$ cat src/rtl/fpacc_seq.sv
// fpacc_seq - floating-point accumulation sequencer.
//
// Initiator side of the fpadd start/done handshake. Samples arrive over a
// valid/ready input. The first sample of a block seeds the accumulator.
// Each further sample issues one fpadd operation of (running sum + sample).
// The block sum, sample count and timeout status then leave over a
// valid/ready output.
//
// Handshakes: a transfer happens on a rising clk edge where both valid and
// ready are high. A producer holds valid and its payload stable until that
// edge. Ready never depends combinationally on valid.
//
// Optional feature: define FPACC_SUB_EN to make in_sub negate the sample by
// flipping its sign bit. When the macro is undefined, in_sub is ignored.
//
// Parameters:
//   COUNT_W   width of the sample counter and out_count
//   TIMEOUT   max WAIT cycles before an fpadd operation is aborted (>= 2)
// Ports:
//   clk, reset                  clock, asynchronous active-low reset
//   in_valid/in_ready/in_data   sample input (IEEE-754 single)
//   in_last, in_sub             end-of-block marker, negate request
//   add_start/add_a/add_b       fpadd operation request (a = running sum)
//   add_sum/add_done            fpadd result, level done flag
//   out_valid/out_ready         block result handshake
//   out_sum, out_count, err     block sum, saturating count, timeout flag
//   busy                        high in every state except ACCEPT
//   dbg_state                   current FSM state (0 ACCEPT, 1 ISSUE, 2 WAIT, 3 OUT)
module fpacc_seq #(
   parameter int COUNT_W = 8,
   parameter int TIMEOUT = 64
) (
   input  logic               clk,
   input  logic               reset,
   input  logic               in_valid,
   output logic               in_ready,
   input  logic [31:0]        in_data,
   input  logic               in_last,
   input  logic               in_sub,
   output logic               add_start,
   output logic [31:0]        add_a,
   output logic [31:0]        add_b,
   input  logic [31:0]        add_sum,
   input  logic               add_done,
   output logic               out_valid,
   input  logic               out_ready,
   output logic [31:0]        out_sum,
   output logic [COUNT_W-1:0] out_count,
   output logic               err,
   output logic               busy,
   output logic [1:0]         dbg_state
);

   typedef enum logic [1:0] {
      ACCEPT = 2'd0,
      ISSUE  = 2'd1,
      WAIT   = 2'd2,
      OUT    = 2'd3
   } state_t;

   // The counter indexes WAIT cycles from 0 to TIMEOUT-1.
   localparam int TW = (TIMEOUT > 2) ? $clog2(TIMEOUT) : 1;
   localparam logic [TW-1:0] WAIT_LAST = TW'(TIMEOUT - 1);

   state_t             state;
   state_t             state_nxt;
   logic               first;
   logic               last_q;
   logic               abort;
   logic               abort_nxt;
   logic [31:0]        acc;
   logic [31:0]        acc_nxt;
   logic [COUNT_W-1:0] count;
   logic [COUNT_W-1:0] count_nxt;
   logic [COUNT_W-1:0] count_inc;
   logic [TW-1:0]      wait_cnt;
   logic [31:0]        smp;
   logic               done_ok;

`ifdef FPACC_SUB_EN
   assign smp = {in_data[31] ^ in_sub, in_data[30:0]};
`else
   logic unused_sub;
   assign unused_sub = in_sub;
   assign smp        = in_data;
`endif

   assign in_ready  = (state == ACCEPT);
   assign dbg_state = state;

   // add_done is a level that can still be high from the previous operation.
   // The first WAIT cycle (wait_cnt == 0) therefore never takes it.
   assign done_ok   = (wait_cnt != '0) && add_done;
   assign count_inc = (&count) ? count : count + COUNT_W'(1);

   always_comb begin
      state_nxt = state;
      acc_nxt   = acc;
      count_nxt = count;
      abort_nxt = abort;
      case (state)
         ACCEPT: begin
            if (in_valid) begin
               if (first) begin
                  acc_nxt   = smp;
                  count_nxt = COUNT_W'(1);
                  abort_nxt = 1'b0;
                  if (in_last) state_nxt = OUT;
               end else begin
                  state_nxt = ISSUE;
               end
            end
         end
         ISSUE: state_nxt = WAIT;
         WAIT: begin
            if (done_ok) begin
               acc_nxt   = add_sum;
               count_nxt = count_inc;
               state_nxt = last_q ? OUT : ACCEPT;
            end else if (wait_cnt == WAIT_LAST) begin
               // The aborted sample is dropped: acc and count are left as they are.
               abort_nxt = 1'b1;
               state_nxt = OUT;
            end
         end
         OUT: begin
            if (out_ready) state_nxt = ACCEPT;
         end
         default: state_nxt = ACCEPT;
      endcase
   end

   always_ff @(posedge clk or negedge reset) begin
      if (!reset) state <= ACCEPT;
      else        state <= state_nxt;
   end

   always_ff @(posedge clk or negedge reset) begin
      if (!reset) begin
         first     <= 1'b1;
         last_q    <= 1'b0;
         abort     <= 1'b0;
         acc       <= '0;
         count     <= '0;
         wait_cnt  <= '0;
         add_start <= 1'b0;
         add_a     <= '0;
         add_b     <= '0;
         out_valid <= 1'b0;
         out_sum   <= '0;
         out_count <= '0;
         err       <= 1'b0;
         busy      <= 1'b0;
      end else begin
         acc   <= acc_nxt;
         count <= count_nxt;
         abort <= abort_nxt;

         if (state == ACCEPT && in_valid) begin
            if (first) begin
               first <= 1'b0;
            end else begin
               // Operands stay stable from ISSUE until the next ISSUE.
               add_a  <= acc;
               add_b  <= smp;
               last_q <= in_last;
            end
         end
         if (state == OUT && out_ready) first <= 1'b1;

         if (state == ISSUE)
            wait_cnt <= '0;
         else if (state == WAIT && wait_cnt != WAIT_LAST)
            wait_cnt <= wait_cnt + TW'(1);

         // These outputs are registered from the next state, so they line up with it.
         add_start <= (state_nxt == ISSUE);
         busy      <= (state_nxt != ACCEPT);
         out_valid <= (state_nxt == OUT);

         // The result registers load only on entry to OUT. They then hold until
         // the next block reaches OUT.
         if (state != OUT && state_nxt == OUT) begin
            out_sum   <= acc_nxt;
            out_count <= count_nxt;
            err       <= abort_nxt;
         end
      end
   end

endmodule

$ cat config.mk
export PLATFORM = sky130hd
export DESIGN_NAME = fpacc_seq
export DESIGN_NICKNAME = d
export VERILOG_FILES = /design/src/rtl/fpacc_seq.sv
export SDC_FILE = /design/constraint.sdc
export NUM_CORES = 1
export LEC_CHECK = 0
export BUFFER_PORTS_ARGS = -buffer_cell sky130_fd_sc_hd__buf_2
export CORE_ASPECT_RATIO = 1.2
export CORE_MARGIN = 2
export CORE_UTILIZATION = 35
export DETAILED_ROUTE_END_ITERATION = 6
export HOLD_SLACK_MARGIN = 0.02
export PLACE_DENSITY_LB_ADDON = 0.08
export SYNTH_ARGS = -nofsm -noshare
export SYNTH_HDL_FRONTEND = slang
export SYNTH_SLANG_ARGS = --single-unit
$ cat constraint.sdc
create_clock -name clk -period 3 [get_ports clk]
set_input_delay 0.45 -clock clk [delete_from_list [all_inputs] [get_ports clk]]
set_output_delay 0.45 -clock clk [all_outputs]
set_load 0.05 [all_outputs]
==> flow_summary.json <==
{
  "status": "completed",
  "fin_crit_ns": 2.62,
  "ir_worst_vdd_mv": 0.579,
  "critPathMaxFanout": 23,
  "vias": 4726,
  "synth_top_area_cell": "dfrtp_1",
  "criticalPathCategory": "register to register",
  "hp-class": "input pin to register",
  "drt_wl_total_um": 16700,
  "hold_end": "add_b[11]",
  "slowest_delay_ns": 0.43,
  "hold_violations": 0,
  "cts.sink_count": 159,
  "worst-slew-pin-transition_ns": 0.619,
  "htree_levels": 4,
  "synth_ff_type": "dfrtp_1",
  "cts-root-buf": "clkbuf_16",
  "swShare_pct": 46.6,
  "grt_usage_pct": 17.4,
  "synth_cell_types": 53,
  "cts_resized": 0,
  "finalWeightedCongestion": 0.803,
  "p_switching_uw": 5280,
  "crit_chain": "inv_1, ha_1, or3b_1, o21ai_1, o22ai_2, a221oi_4, buf_4, mux2_2",
  "die_y_um": 155,
  "rr_endpoint": "out_sum[7]",
  "setup_violations": 0,
  "postSynthCellCount": 505,
  "reg2reg_depth": 8,
  "setup_slack_ns": 0.379,
  "gr-total-overflow": 0,
  "core_area_mm2": 0.0187,
  "drive_gt1_share_pct": 43.8,
  "rsz0062_at_grt": "no",
  "fmax_mhz": 382,
  "reg2reg_slack_ns": 0.38,
  "required_ns": 3.30,
  "crit_buf_inv": 2,
  "synth.ff_latch_count": 159,
  "async_flop_share_pct": 100,
  "diodes": 0,
  "dp_hpwl_um": 11900,
  "final_max_slew_viol_count": 0,
  "fin_worst_skew_ns": 0.00864,
  "antenna_found_initial": 0,
  "worst_path_dominant_cell_family": "compound AO/OA/AOI/OAI gates",
  "grt_max_degree": 58,
  "yosys_warnings": 0,
  "slowest_stage": "or3b_1",
  "crit_arrival_ns": 2.92,
  "synth_nets": 579,
  "wire_per_inst_um": 17.3,
  "port_buffers": 180,
  "endpoint_kind": "register",
  "cp-start-kind": "register",
  "seqPwrFrac_pct": 31.7,
  "insertion_delay_ns": 0.42,
  "drt_iter0_drc": 252,
  "synth.cell_area_mm2": 0.00665,
  "clkPwrFrac_pct": 19.0,
  "r2r-start": "wait_cnt[0]",
  "firstDrtPassIters": 4,
  "areaGrowthSynthToFinish_pct": 27.9,
  "p_int_uw": 6040,
  "vias_per_cell": 4.92,
  "start_util_pct": 35.5,
  "cts_buffer_depth": 2,
  "place_ws_ns": 0.385,
  "powerDensity_mw_per_mm2": 1330,
  "min_from": "in_data[11]",
  "max_cap_violations": 0,
  "synthTopCellsByArea": "dfrtp_1, mux2_2, mux2_1, a22oi_1, mux2_4",
  "num_rows": 55,
  "cts_tree": "done",
  "avgSynthCellArea_um2": 13.2,
  "fillCellCount": 1796,
  "antenna_left": 0,
  "yosysMostFrequentCell": "dfrtp_1",
  "cts_buffers": 17,
  "slew_headroom_pct": 58.7,
  "die_x_um": 130,
  "netlist_top_cells_count": "dfrtp_1, mux2_2, mux2_1",
  "power_leakage_uw": 0.00405,
  "fin_util_pct": 45.4,
  "synth_seq_area_share_pct": 59.9,
  "nets": 768,
  "grt_pass1_vias": 5018,
  "setup-tns-final_ns": 0,
  "synth_edf_count": 0,
  "grt_pass1_wl_um": 27000,
  "die_area_mm2": 0.0201,
  "synth_top_area_share_pct": 59.5,
  "io_pins": 182,
  "clk_pin_slew_ns": 0.06,
  "power_frac_comb_pct": 49.3,
  "drc_errors": 0,
  "hold_path_depth": 2,
  "fin_crit_sh_pct": 87.4
}
-- stage by stage --
stage               hold slack [ns]  std cells  area (µm²)  power, µW
detailed placement            0.451        930        7910       9290
CTS                           0.238        961        8500      11500
global route                  0.242        961        8500      12000
floorplan                     0.154        505        6650       7800
global placement              0.435        930        7910       9150
finish                        0.253        961        8500      11300
-- final cells by class --
class / instances / area [µm²] / share of cell area, %
Clock buffer: 19 / 453 / 5.33
Clock inverter: 11 / 133 / 1.56
Inverter: 14 / 52.6 / 0.618
Multi-Input combinational cell: 302 / 2450 / 28.8
Sequential cell: 159 / 3980 / 46.8
Tap cell: 256 / 320 / 3.77
Timing Repair Buffer: 200 / 1110 / 13.1
-- cell usage in the layout (no fill, tap or decap), types with 3 or more instances in the layout --
cell type    n
buf_4       15
o211ai_1     4
mux2_4      10
inv_6        3
o22ai_1      7
a211oi_1     4
o22a_1       6
mux2_2      56
buf_2      179
o21ai_0     30
buf_12       4
a22oi_1     25
o311ai_0     3
nor2_1       8
nand2_1     35
mux2_1      40
nor4_1       4
nor3_1       5
ha_1         3
clkinv_4     3
nand3_1      8
a21oi_1     17
o31ai_1      4
dfrtp_1    158
clkbuf_16   17
inv_1       13
-- power groups by stage --
stage	logic (µW)	clock network (µW)	registers, µW
2_1_floorplan	1940	0	5860
3_3_place_gp	5570	0	3580
3_5_place_dp	5660	0	3630
4_1_cts	5670	2210	3600
5_1_grt	5930	2310	3730
6_report	5580	2150	3590
-- worst reg2reg max path: cells and delay by family, from the launching register on --
kind	cells	cell delay (ns)
adder cells (fa/ha/maj)	1	0.13
flip-flops	1	0.41
AO/OA/AOI/OAI	3	0.65
buffers and inverters	2	0.48
AND/OR/NAND/NOR	1	0.43
multiplexers	1	0.41
-- state kept, by name, summed over array words and instances (netlist names) --
register,count
acc,32
add_a,32
add_b,32
out_sum,32
count,8
out_count,8
wait_cnt,6
dbg_state,2
abort,1
add_start,1
busy,1
err,1
first,1
last_q,1
out_valid,1
-- how the worst max path moves through the flow --
| stage | startpoint | end | slack (ns) | depth (start not counted) |
|---|---|---|---|---|
| after floorplan | dbg_state[0] | out_count[0] | 0.53 | 7 |
| after CTS | wait_cnt[0] | out_sum[7] | 0.38 | 8 |
| after detailed placement | in_valid | out_sum[7] | 0.39 | 7 |
| after global routing | wait_cnt[0] | out_sum[7] | 0.24 | 8 |
| after global placement | in_valid | out_sum[15] | 0.44 | 7 |
| final | wait_cnt[0] | out_sum[7] | 0.38 | 8 |
-- layer usage --
metal / track usage [%] / routed length (µm) / up-vias
met5: 0 / 0 / -
met4: 6.40 / 324 / 0
met3: 4.57 / 786 / 18
met2: 29.8 / 8580 / 105
met1: 21.0 / 6970 / 2390
li1: - / - / 2213
-- logic make-up (layout without fill, tap and decap cells) --
logic type	count (synthesis)	in the layout	synth area share, %
compound gates	113	113	11.7
fa+ha+maj	3	3	0.565
buf+inv	44	244	3.41
flops	159	159	59.9
mux	107	107	18.7
simple gates	79	79	5.81
-- timing repair --
action	4_1_cts	5_1_grt
hold buffers	1	0
buffers inserted	0	0
endpoints found under the hold margin	49	0
Power figures use the tool's default switching activity.
